`src/rtl/hazard_ctrl.sv`:
```
// hazard_ctrl: load-use / branch / memory-wait hazard controller for the 5-stage core.
// Ports: clk, reset (async, active-high); ID/EX/MEM hazard sources in;
// is_stall/is_flush/branch_target to if_stage; id_stall, ex_bubble, ex_stall,
// id_flush pipeline-register controls; mem_timeout, stall_cnt, flush_cnt debug.
module hazard_ctrl #(
  parameter int FLUSH_LEN   = 2,
  parameter int MEM_TIMEOUT = 64
) (
  input  logic        clk,
  input  logic        reset,
  input  logic        id_valid,
  input  logic [4:0]  id_rs1,
  input  logic [4:0]  id_rs2,
  input  logic        id_uses_rs2,
  input  logic        ex_valid,
  input  logic [4:0]  ex_rd,
  input  logic        ex_is_load,
  input  logic        br_taken,
  input  logic [31:0] br_target,
  input  logic        mem_req,
  input  logic        mem_ready,
  output logic        is_stall,
  output logic        is_flush,
  output logic [31:0] branch_target,
  output logic        id_stall,
  output logic        ex_bubble,
  output logic        ex_stall,
  output logic        id_flush,
  output logic        mem_timeout,
  output logic [15:0] stall_cnt,
  output logic [15:0] flush_cnt
);
  typedef enum logic [1:0] {RUN, FLUSH, MEM_WAIT} state_t;
  state_t state, state_n;
  logic [3:0] fcnt, fcnt_n;
  logic [7:0] wcnt;
  logic mem_hold, br_accept, lu_hazard;
  assign mem_hold = mem_req & ~mem_ready;
  // The exit cycle of MEM_WAIT (mem_hold gone) unfreezes EX, so a waiting
  // branch is taken right there rather than one cycle later.
  assign br_accept = (state != FLUSH) & ex_valid & br_taken & ~mem_hold;
  assign lu_hazard = (state != FLUSH) & ~br_accept & id_valid & ex_valid & ex_is_load &
                     (ex_rd != 5'd0) & ((ex_rd == id_rs1) | (id_uses_rs2 & (ex_rd == id_rs2)));
  assign is_stall  = mem_hold | lu_hazard;
  assign id_stall  = is_stall;
  assign ex_stall  = mem_hold;
  assign ex_bubble = lu_hazard & ~mem_hold;
  assign id_flush  = state == FLUSH;
  always_comb begin
    state_n = state;
    fcnt_n  = fcnt;
    if (state == FLUSH) begin
      fcnt_n  = mem_hold ? fcnt : fcnt - 4'd1;
      state_n = (!mem_hold && fcnt == 4'd1) ? RUN : FLUSH;
    end else begin
      state_n = br_accept ? FLUSH : mem_hold ? MEM_WAIT : RUN;
      fcnt_n  = br_accept ? 4'(FLUSH_LEN) : fcnt;
    end
  end
  always_ff @(posedge clk or posedge reset) begin
    if (reset) begin
      state         <= RUN;
      fcnt          <= 4'd0;
      wcnt          <= 8'd0;
      mem_timeout   <= 1'b0;
      is_flush      <= 1'b0;
      branch_target <= 32'd0;
      stall_cnt     <= 16'd0;
      flush_cnt     <= 16'd0;
    end else begin
      state    <= state_n;
      fcnt     <= fcnt_n;
      wcnt     <= !mem_hold ? 8'd0 : (wcnt == 8'hFF) ? wcnt : wcnt + 8'd1;
      is_flush <= br_accept;
      if (mem_hold && wcnt == 8'(MEM_TIMEOUT - 1))
        mem_timeout <= 1'b1;
      if (br_accept)
        branch_target <= br_target;
      if (is_stall && stall_cnt != 16'hFFFF)
        stall_cnt <= stall_cnt + 16'd1;
      if (br_accept && flush_cnt != 16'hFFFF)
        flush_cnt <= flush_cnt + 16'd1;
    end
  end
endmodule

```
`config.mk`:
```
export PLATFORM = sky130hd
export DESIGN_NAME = hazard_ctrl
export DESIGN_NICKNAME = d
export VERILOG_FILES = /design/src/rtl/hazard_ctrl.sv
export SDC_FILE = /design/constraint.sdc
export NUM_CORES = 1
export LEC_CHECK = 0
export BUFFER_PORTS_ARGS = -buffer_cell sky130_fd_sc_hd__buf_2
export CAP_MARGIN = 20
export CORE_AREA = 10 10 94 96
export DETAILED_ROUTE_END_ITERATION = 16
export DIE_AREA = 0 0 104 106
export GPL_TIMING_DRIVEN = 0
export HOLD_SLACK_MARGIN = 0.02
export PLACE_DENSITY_LB_ADDON = 0.2
export SYNTH_ARGS = -nofsm -noshare
export SYNTH_HDL_FRONTEND = slang
export SYNTH_SLANG_ARGS = --single-unit
```
`constraint.sdc`:
```
create_clock -name clk -period 5.3 [get_ports clk]
set_input_delay 1.06 -clock clk [delete_from_list [all_inputs] [get_ports clk]]
set_output_delay 1.06 -clock clk [all_outputs]
set_load 0.005 [all_outputs]
```
# Word level (Yosys, flattened, before mapping)
# Cells that the tools add are included.
word_totals:
  register_bits: 80
  latch_bits: 0
  ram_bits: 0
  mem_bits_ro: 0
  inputBits: 56
  output_inout_bits: 71
  elab_cells: 57
  mem_count: 0
classes:
  n_addsub: 4
  n_mul: 0
  div: 0
  magnitude_cmp: 0
  eq_ne: 11
  shift: 0
  mux: 9
  n_bitwise: 17
  reduce_logical: 8
ops:
  columns: ["cell", "count"]
  rows:
  - ["$add A16 B1 Y16 const B", 2]
  - ["$ne A16 B16 Y1 const B", 2]
  - ["$mux W8", 2]
  - ["$and A1 B1 Y1", 12]
  - ["$mux W4", 3]
  - ["$eq A5 B5 Y1", 2]
  - ["$add A8 B1 Y8 const B", 1]
  - ["$eq A8 B6 Y1 const B", 1]
  - ["$eq A8 B8 Y1 const B", 1]
  - ["$mux W2", 3]
  - ["$reduce_bool A5 Y1", 1]
  - ["$eq A4 B1 Y1 const B", 1]
  - ["$logic_and A1 B1 Y1", 4]
  - ["$ne A2 B2 Y1 const B", 2]
  - ["$sub A4 B1 Y4 const B", 1]
  - ["$not A1 Y1", 3]
  - ["$eq A2 B1 Y1 const B", 1]
  - ["$ne A2 B1 Y1 const B", 1]
  - ["$or A1 B1 Y1", 2]
  - ["$reduce_and A2 Y1", 1]
  - ["$reduce_bool A2 Y1", 1]
  - ["$logic_not A1 Y1", 1]
  - ["$mux W1", 1]

# Logic depth before layout (Yosys ltp)
# Gate-level depths: netlist (run 1).
depth:
  word_depth: 13
  ltp_mapped: 8
  mapped_depth_nobuf: 7

# Least setup slack after synthesis (run 1)
# No wires, ideal clock.
synth_path:
  kind: "input -> output"
  startpoint: "in ex_rd[4]"
  endpoint: "out is_stall"
  arrival_time_ns: 2.063
  required_ns: 4.240
  slack_ns: 2.177
  cell_stages: 5
  path_buffers: 1
  path_cell_list: "xor2_1 -> nor4_1 -> a32oi_1 -> o21ai_1 -> buf_4"
synth_via:
  elab_chain_cells: 5
  elab_cells_between_ends: 8
  cone_classes: "2 x eq/ne; 5 x bitwise; 1 x reduce/logical"
synth_lines:
  columns: ["element", "line_no", "rtl"]
  rows:
  - ["from (decl)", "16", "input logic [4:0] ex_rd,"]
  - ["$eq A5 B5 Y1", "43", "(ex_rd != 5'd0) & ((ex_rd == id_rs1) | (id_uses_rs2 & (ex_rd == id_rs2)));"]
  - ["$and A1 B1 Y1", "43", null]
  - ["$or A1 B1 Y1", "43", null]
  - ["$and A1 B1 Y1 *", "43", null]
  - ["$or A1 B1 Y1 *", "44", "assign is_stall = mem_hold | lu_hazard;"]
  - ["to (decl)", "22", "output logic is_stall,"]
# Every way passes the cells marked *; elsewhere a longest branch is shown, timed or not.

# Worst setup path in the final report (run 1)
# Same ends and word-level chain as after synthesis.

==> metrics.csv, run 1 <==
stage,metric,value,unit
logic_synthesis,Most used DFF post-synth,dfrtp_1,
cells_and_area,final net count,576,
pwr,P_leak,0.00245,uW
setup_path,CP Launch Type,primary input,
logic_synthesis,top cell type's share of synthesized area,55.9,%
cells_and_area,Reg area,2000,sq um
detailed_routing,# DRC,0,
clock_tree,H-tree depth,3,
die,initial core utilization,50.7,%
grt,vias in the first global route,3162,
cells_and_area,synth-to-layout area growth,27.0,%
grt,GRT Total Usage,16.2,%
pwr,pwr/cell area,404,nW/um^2
detailed_routing,Via Count,3042,
die,die height,106,microns
detailed_routing,drt total wl,8870,microns
logic_synthesis,YS warnings,0,
logic_synthesis,cell taking the most area after synthesis,dfrtp_1,
clock_tree,clk sinks,80,
grt,GRT Residual Overflow,0,
clock_tree,hold_buf cts,0,
logic_synthesis,count of flip-flops with a built-in enable after synthesis,0,
clock_tree,"CTS clk-pin slew, worst paths",0.08,ns
sta,Worst-Margin Slew,0.595,ns
logic_synthesis,sequential area share after synthesis,55.9,%
grt,initial antenna violation count,0,
setup_path,CP Data Required Time,4.24,ns
setup_path,Crit Path Class,primary input to output pin,
sta,unrepaired setup endpoints after global routing,false,
logic_synthesis,Yosys reg bits,80,
logic_synthesis,Async SR Flop Fraction,100,%
die,FP Rows,31,
placement,number of port buffers,126,
clock_tree,post-CTS setup buffer count,0,
logic_synthesis,Post-Syn Instances,377,
sta,setup TNS,0,ns
sta,fin crit share,65.8,%
die,top-level port count,127,
cells_and_area,# diodes,0,
cells_and_area,fraction of layout cells with a size suffix above 1,29.8,%
detailed_routing,DRT antenna net count,0,
clock_tree,post-CTS sizing,0,
logic_synthesis,syn_nets,438,
grt,largest net degree at the start of global routing,47,
placement,Final HPWL DP,6840,microns
status,status,"finished, final reports clean",
worst_hold_path,Min-Delay Path Class,flop to flop,
setup_path,Worst Path Max Fanout,4,
detailed_routing,Avg Vias per Cell,4.91,
clock_tree,clock buffer count from CTS,9,
logic_synthesis,"Distinct cells, synth",38,
cells_and_area,Final Util,64.4,%
cells_and_area,multi-input combinational cell area,1490,sq um
setup_path,CP Capture Type,output pin,
sta,f_max,0.287,GHz
sta,minimum clock period,3.49,ns
die,total die area,11000,sq um
detailed_routing,1st-iter DRT viols,101,
placement,RePlAce Congestion,0.835,
logic_synthesis,dominant cells by area after synthesis,"dfrtp_1, nand2_1, xor2_1",
clock_tree,"Clk Latency, worst-skew pair",0.35,ns
detailed_routing,Routed wire per std cell,14.3,microns
logic_synthesis,"Avg Cell Area, Syn",9.50,sq um
detailed_routing,router iterations before antenna repair,4,
grt,first-pass GRT wire length,14800,microns
clock_tree,clk buf depth,2,
clock_tree,CTS root buf,clkbuf_8,
setup_path,critical path arrival,2.43,ns
pwr,worst vdd ir,0.226,mV
die,core area,7060,sq um
flow_run,Max Cap Viol,0,
cells_and_area,FILL cells,640,
sta,Setup Viol. Count Final,0,
clock_tree,CTS tree,built,
sta,clock skew,0.0129,ns
sta,fin. max-slew vios,0,
die,Die X,104,microns
sta,final hold violations,0,
logic_synthesis,Post-Synthesis Cell Area,3580,sq um
sta,Max-Slew Margin vs Limit,60.2,%
## synthesized netlist by cell type (2+ instances only)
master,count
xnor2_1,16
o21ai_1,4
nand4_1,11
a21oi_1,7
nand3_1,13
nor3_2,4
nand2b_1,4
o21ai_0,3
and3_1,5
a31oi_1,6
dfrtp_1,80
nand2_1,118
nor3_1,10
nor2_1,31
ha_1,5
xor2_1,22
inv_1,10
clkbuf_1,6
mux2_1,2
inv_2,2
## stage by stage
step,cells,hold WS (ns),power [uW],area [sq um],setup slack [ns]
detailed placement,603,0.443,1450,4370,1.83
CTS,619,0.461,1870,4550,1.82
global placement,602,0.438,1420,4340,1.23
finish,619,0.453,1840,4550,1.81
floorplan,377,0.451,1160,3580,2.18
global route,619,0.480,1980,4550,1.64
## final timing paths
check / start / endpoint / slack, ns / cells past startpoint
min in group asynchronous: reset / branch_target[13] / 0.73 / 2
max: ex_rd[4] / is_stall / 1.81 / 7
max in group asynchronous: reset / wcnt[2] / 4.01 / 3
min: mem_timeout / mem_timeout / 0.45 / 1
max reg2reg: state[0] / flush_cnt[11] / 3.08 / 7
min reg2reg: mem_timeout / mem_timeout / 0.45 / 1
## cells by family (layout without fill, tap and decap cells)
kind of cell               count (synthesis)  count (layout)  synth area share (%)
DFF                                       80              80                  55.9
and+or+nand+nor                          202             202                  24.8
buffers and inverters                     22             165                  2.65
xor gates and xnor gates                  38              38                  9.29
adders and majority gates                  5               5                  1.75
muxes                                      3               3                 0.908
AOI/OAI and AO/OA                         27              27                  4.72
## where the power goes
part / internal (uW) / leakage, uW / switching, uW
registers: 785 / 0.00103 / 119
logic: 237 / 0.00133 / 280
clock network: 197 / 0.0000967 / 219
## worst max-delay path, stage by stage
cell     delay (ns)
buf_2          0.12
xor2_1         0.16
nor4_1         0.29
a32oi_1        0.23
o21ai_1        0.31
buf_4          0.16
buf_2          0.10
## cell type report
type                            count  share of cell area (%)
Multi-Input combinational cell    275                    32.6
Tap cell                           99                    2.72
Clock buffer                       12                    3.41
Timing Repair Buffer              127                    14.5
Inverter                           12                    1.05
Buffer                             10                    1.10
Clock inverter                      4                   0.605
Sequential cell                    80                    44.0
## cell usage in the layout (no fill, tap or decap), types with 3 or more instances in the layout
cell type	n
clkbuf_1	7
o21ai_1	4
o21ai_0	3
xnor2_1	16
dfrtp_1	80
nor2_1	31
nor3_1	10
xor2_1	22
nand4_1	11
buf_2	127
nand2_1	118
nor3_2	4
clkbuf_8	11
and3_1	5
nand2b_1	4
inv_1	9
a21oi_1	7
nand3_1	13
a31oi_1	6
ha_1	5
## layer usage
layer / global-route usage [%] / up-vias / wire length (microns)
met5: 0 / - / 0
met4: 6.96 / 0 / 108
met3: 5.74 / 11 / 652
met2: 27.3 / 87 / 4420
met1: 18.2 / 1429 / 3700
li1: - / 1515 / -
## registers in the layout, summed over array words and instances (netlist names)
signal,flops
flush_cnt,16
mem_timeout,1
branch_target,32
stall_cnt,16
is_flush,1
state,2
wcnt,8
fcnt,4
Note: power is estimated with default switching activity, not from simulation.
==> inputs of run 2 (changes only) <==
CORE_AREA = 10 10 101 103   (was 10 10 94 96)
DIE_AREA = 0 0 111 113   (was 0 0 104 106)
clock period = 2.95 ns   (was 5.3 ns; I/O delays follow)
==> run 2 against run 1 <==
Compared with the run above: clock-buffer cell count down 1; design area up 1.3%; global-route usage down 1.6 points; sequential cell count unchanged; register-to-register slack worse by 2.3 ns; die area up 14%; total power up 90%; sequential power up 80%; worst hold slack worse by 0.30 ns; via count down 0.59%; non-clock buffer count unchanged; worst setup slack worse by 1.5 ns.
==> metrics.csv, run 2 (synthesis results as in run 1) <==
stage,metric,value,unit
setup_path,CP Cell Sequence,buf_2 > xor2_1 > nor4_1 > a32oi_1 > o21ai_1 > buf_4 > buf_2,
detailed_routing,Avg Vias per Cell,4.84,
sta,unrepaired setup endpoints after global routing,false,
die,total die area,12500,sq um
cells_and_area,post-route cell area,4610,sq um
setup_path,critical path arrival,2.02,ns
setup_path,slowest CP cell,nor4_1,
detailed_routing,router iterations before antenna repair,4,
cells_and_area,max FFs per register,32,
detailed_routing,# DRC,0,
sta,Worst-Margin Slew,0.595,ns
detailed_routing,DRT antenna net count,0,
clock_tree,clock buffer count from CTS,9,
setup_path,"most used cell, CP",buf_2,
pwr,P_sw,1120,uW
status,status,"finished, final reports clean",
cells_and_area,top flop regs,"branch_target: 32 flops, flush_cnt: 16 flops, stall_cnt: 16 flops",
clock_tree,"CTS clk-pin slew, worst paths",0.09,ns
cells_and_area,register with the most flip-flops,branch_target,
setup_path,CP Launch Type,primary input,
clock_tree,hold_buf cts,0,
setup_path,CP peak stage delay,0.34,ns
clock_tree,"Clk Latency, worst-skew pair",0.34,ns
cells_and_area,"most common cell after layout, fill and taps aside",buf_2,
pwr,P_leak,0.00247,uW
cells_and_area,final net count,576,
pwr,Sw Ratio,32.2,%
cells_and_area,# diodes,0,
clock_tree,clk sinks,80,
pwr,worst vdd ir,0.414,mV
setup_path,reg2reg setup slack,0.74,ns
detailed_routing,Routed wire per std cell,14.6,microns
clock_tree,H-tree depth,3,
detailed_routing,drt total wl,9110,microns
pwr,Tot Pwr,3490,uW
placement,Final HPWL DP,7030,microns
sta,Max-Slew Margin vs Limit,60.2,%
detailed_routing,1st-iter DRT viols,88,
sta,fin crit share,88.5,%
sta,final hold violations,0,
pwr,pwr/cell area,756,nW/um^2
detailed_routing,Via Count,3024,
pwr,Seq pwr share,46.8,%
setup_path,Worst Path Max Fanout,4,
die,top-level port count,127,
setup_path,Crit Path Class,primary input to output pin,
cells_and_area,fraction of layout cells with a size suffix above 1,30.0,%
setup_path,CP Capture Type,output pin,
die,die height,113,microns
die,FP Rows,33,
clock_tree,CTS root buf,clkbuf_8,
flow_run,Max Cap Viol,0,
cells_and_area,Final Util,56.7,%
sta,f_max,0.383,GHz
pwr,Gate power share,26.5,%
placement,RePlAce Congestion,0.775,
sta,clock skew,0.0173,ns
grt,GRT Total Usage,14.6,%
clock_tree,clk buf depth,2,
setup_path,CP Data Required Time,2.36,ns
grt,vias in the first global route,3075,
clock_tree,CTS tree,built,
cells_and_area,synth-to-layout area growth,28.7,%
sta,Setup Viol. Count Final,0,
placement,number of port buffers,126,
pwr,Clk pwr share,26.6,%
cells_and_area,most frequent cells in the layout,"buf_2, nand2_1, dfrtp_1",
clock_tree,post-CTS sizing,0,
clock_tree,post-CTS setup buffer count,0,
grt,largest net degree at the start of global routing,70,
sta,hold slack,0.155,ns
sta,final worst slack,0.338,ns
setup_path,worst path bufs/invs,3,
worst_hold_path,Min-Delay Path Class,primary input to async pin,
sta,minimum clock period,2.61,ns
grt,GRT Residual Overflow,0,
die,core area,8130,sq um
sta,fin. max-slew vios,0,
placement,Post-DP Area,4370,sq um
pwr,cell-internal power,2370,uW
grt,first-pass GRT wire length,15300,microns
grt,initial antenna violation count,0,
placement,dpl ws,0.236,ns
die,initial core utilization,44.0,%
setup_path,"delay-heaviest family, CP",compound AO/OA/AOI/OAI gates,
die,Die X,111,microns
run 2: stage by stage:
| stage | TNS, ns | std cells |
|---|---|---|
| global route | 0 | 625 |
| detailed placement | 0 | 609 |
| global placement | -55.84 | 608 |
| floorplan | 0 | 377 |
| finish | 0 | 625 |
| CTS | 0 | 625 |
run 2: cell type report:
class                      instances  area [sq um]
inverter                          12          47.5
fill                             785          3520
tap                              105           131
sequential                        80          2000
multi-input combinational        275          1490
buffer                            10          50.0
timing repair buffer             127           658
clock buffer                      11           151
clock inverter                     5          85.1
run 2: path summary, 6_finish.rpt:
check                         startpoint           endpoint  cells after the start
setup / recovery                ex_rd[4]           is_stall                      7
hold / removal                     reset      stall_cnt[15]                      2
setup reg to reg                state[1]       flush_cnt[1]                      4
hold reg to reg              mem_timeout        mem_timeout                      1
max in group asynchronous          reset  branch_target[18]                      3
min in group clk           br_target[29]  branch_target[29]                      3
run 2: power by group through the flow:
stage | Combinational (uW) | Sequential (uW) | Clock [uW]
after floorplan | 430 | 1660 | 0
final | 925 | 1630 | 929
after global routing | 1070 | 1680 | 1010
after CTS | 958 | 1640 | 959
after detailed placement | 954 | 1650 | 0
after global placement | 923 | 1640 | 0
run 2: metal layers:
metal / track usage, % / wire length (microns)
met4: 4.95 / 94
met1: 17.2 / 3920
met5: 0 / 0
met2: 24.7 / 4580
met3: 4.54 / 514
run 2: worst reg2reg max path, delay by kind of cell, from the launching register on:
family / cells / cell delay [ns]
AO/OA/AOI/OAI: 1 / 0.65
AND/OR/NAND/NOR: 2 / 0.73
multiplexers: 1 / 0.38
flip-flops: 1 / 0.32
==> inputs of run 3 (changes only) <==
CORE_AREA = 10 10 106 108   (was 10 10 101 103)
DIE_AREA = 0 0 116 118   (was 0 0 111 113)
==> run 3 against run 2 <==
Compared with the run above: critical path depth unchanged; wire length grew 2.8%; die area grew 9.1%; clock-buffer cell count down 1; core utilization fell by 6.3 points; clock skew shrank 0.0021 ns; cell count up 0.80%; sequential share of layout area rose by 0.19 points; register-to-register slack worse by 0.06 ns; via count shrank 2.1%; critical path type unchanged; largest cell class unchanged; largest power group unchanged.
==> metrics.csv, run 3 (synthesis results as in run 1) <==
stage,metric,value,unit
cells_and_area,max FFs per register,32,
cells_and_area,synth-to-layout area growth,28.2,%
cells_and_area,most frequent cells in the layout,"buf_2, nand2_1, dfrtp_1",
flow_run,Max Cap Viol,0,
sta,final hold violations,0,
cells_and_area,FILL cells,879,
grt,largest net degree at the start of global routing,47,
pwr,Tot Pwr,3430,uW
pwr,P_leak,0.00245,uW
grt,GRT Total Usage,14.0,%
grt,grt met1 use,16.2,%
die,Die X,116,microns
clock_tree,clk sinks,80,
sta,Max-Slew Margin vs Limit,58.2,%
cells_and_area,register with the most flip-flops,branch_target,
sta,Setup Viol. Count Final,0,
detailed_routing,Via Count,2960,
setup_path,CP Capture Type,output pin,
sta,minimum clock period,2.59,ns
grt,GRT Residual Overflow,0,
clock_tree,CTS root buf,clkbuf_8,
setup_path,CP Launch Type,primary input,
sta,fin crit share,87.9,%
status,status,"finished, final reports clean",
clock_tree,H-tree depth,3,
detailed_routing,router iterations before antenna repair,4,
setup_path,slowest CP cell,o21ai_1,
grt,initial antenna violation count,0,
setup_path,CP peak stage delay,0.33,ns
grt,busiest grt layer,met2,
detailed_routing,DRT antenna net count,0,
clock_tree,hold_buf cts,0,
setup_path,Worst Path Max Fanout,4,
grt,first-pass GRT wire length,15400,microns
die,die height,118,microns
cells_and_area,# diodes,0,
grt,met3 Use GR,4.84,%
sta,unrepaired setup endpoints after global routing,false,
cells_and_area,final net count,576,
clock_tree,clock buffer count from CTS,9,
setup_path,reg2reg setup slack,0.68,ns
clock_tree,post-CTS sizing,0,
setup_path,critical path arrival,2.00,ns
setup_path,R2R cell count,7,
clock_tree,post-CTS setup buffer count,0,
clock_tree,"Clk Latency, worst-skew pair",0.35,ns
die,total die area,13700,sq um
clock_tree,"CTS clk-pin slew, worst paths",0.09,ns
setup_path,CP Cell Sequence,buf_2 > xor2_1 > nor4_1 > a32oi_1 > o21ai_1 > buf_4 > buf_2,
worst_hold_path,Min-Delay Path Class,primary input to async pin,
grt,met2 Use GR,23.1,%
clock_tree,CTS tree,built,
setup_path,"most used cell, CP",buf_2,
placement,RePlAce Congestion,0.786,
detailed_routing,1st-iter DRT viols,128,
sta,clock skew,0.0152,ns
cells_and_area,fraction of layout cells with a size suffix above 1,29.7,%
setup_path,"delay-heaviest family, CP",compound AO/OA/AOI/OAI gates,
detailed_routing,# DRC,0,
die,top-level port count,127,
detailed_routing,drt total wl,9370,microns
pwr,worst vdd ir,0.351,mV
setup_path,reg2reg end,flush_cnt[11],
die,initial core utilization,39.3,%
clock_tree,clk buf depth,2,
sta,Worst-Margin Slew,0.625,ns
setup_path,worst path bufs/invs,3,
detailed_routing,Avg Vias per Cell,4.70,
sta,fin. max-slew vios,0,
grt,vias in the first global route,3091,
detailed_routing,Routed wire per std cell,14.9,microns
placement,number of port buffers,126,
cells_and_area,"most common cell after layout, fill and taps aside",buf_2,
placement,Final HPWL DP,7120,microns
setup_path,CP Data Required Time,2.36,ns
pwr,pwr/cell area,747,nW/um^2
die,FP Rows,35,
die,core area,9110,sq um
cells_and_area,top flop regs,"branch_target: 32 flops, flush_cnt: 16 flops, stall_cnt: 16 flops",
sta,setup TNS,0,ns
setup_path,Crit Path Class,primary input to output pin,
setup_path,R2R Path Start,state[1],
sta,f_max,0.386,GHz
run 3: worst max path at each step:
stage | start | endpoint | depth (start not counted)
detailed placement | mem_ready | flush_cnt[11] | 9
global placement | reset | flush_cnt[13] | 2
floorplan | reset | branch_target[0] | 1
CTS | ex_rd[4] | is_stall | 7
finish | ex_rd[4] | is_stall | 7
global route | ex_rd[4] | is_stall | 7
run 3: final cells by class:
class | count | area, sq um | share of cell area [%]
Inverter | 12 | 47.5 | 1.04
Buffer | 10 | 50.0 | 1.09
Clock inverter | 5 | 81.3 | 1.77
Sequential cell | 80 | 2000 | 43.6
Tap cell | 111 | 139 | 3.03
Clock buffer | 10 | 128 | 2.78
Multi-Input combinational cell | 275 | 1490 | 32.4
Timing Repair Buffer | 127 | 658 | 14.3
run 3: worst register-to-register path: cells and delay by family, from the launching register on:
kind	cells	cell delay, ns
simple gates	5	1.29
buf+inv	1	0.40
flops	1	0.32
xor+xnor	1	0.13
run 3: routing by layer:
metal  wire length [microns]  part of all wire (%)  vias up
met2                    4700                    50       64
met5                       0                     0        -
met4                     136                   1.5        0
li1                        -                     -     1512
met1                    3920                    42     1372
met3                     609                   6.5       12
run 3: per-stage QoR:
step	instance area (sq um)	util, %	std cells	setup WS, ns	hold slack [ns]
after floorplan	3580	-	377	0.308	0.451
after detailed placement	4380	48.1	615	0.242	0.441
after CTS	4590	50.4	630	0.359	0.267
after global placement	4350	47.8	614	-0.718	0.439
after global routing	4590	50.4	630	0.234	0.286
final	4590	50.4	630	0.358	0.271
run 3: power by group:
part	total [uW]	switching, uW	internal (uW)
sequential	1630	219	1410
clock	881	406	475
combinational	923	498	425
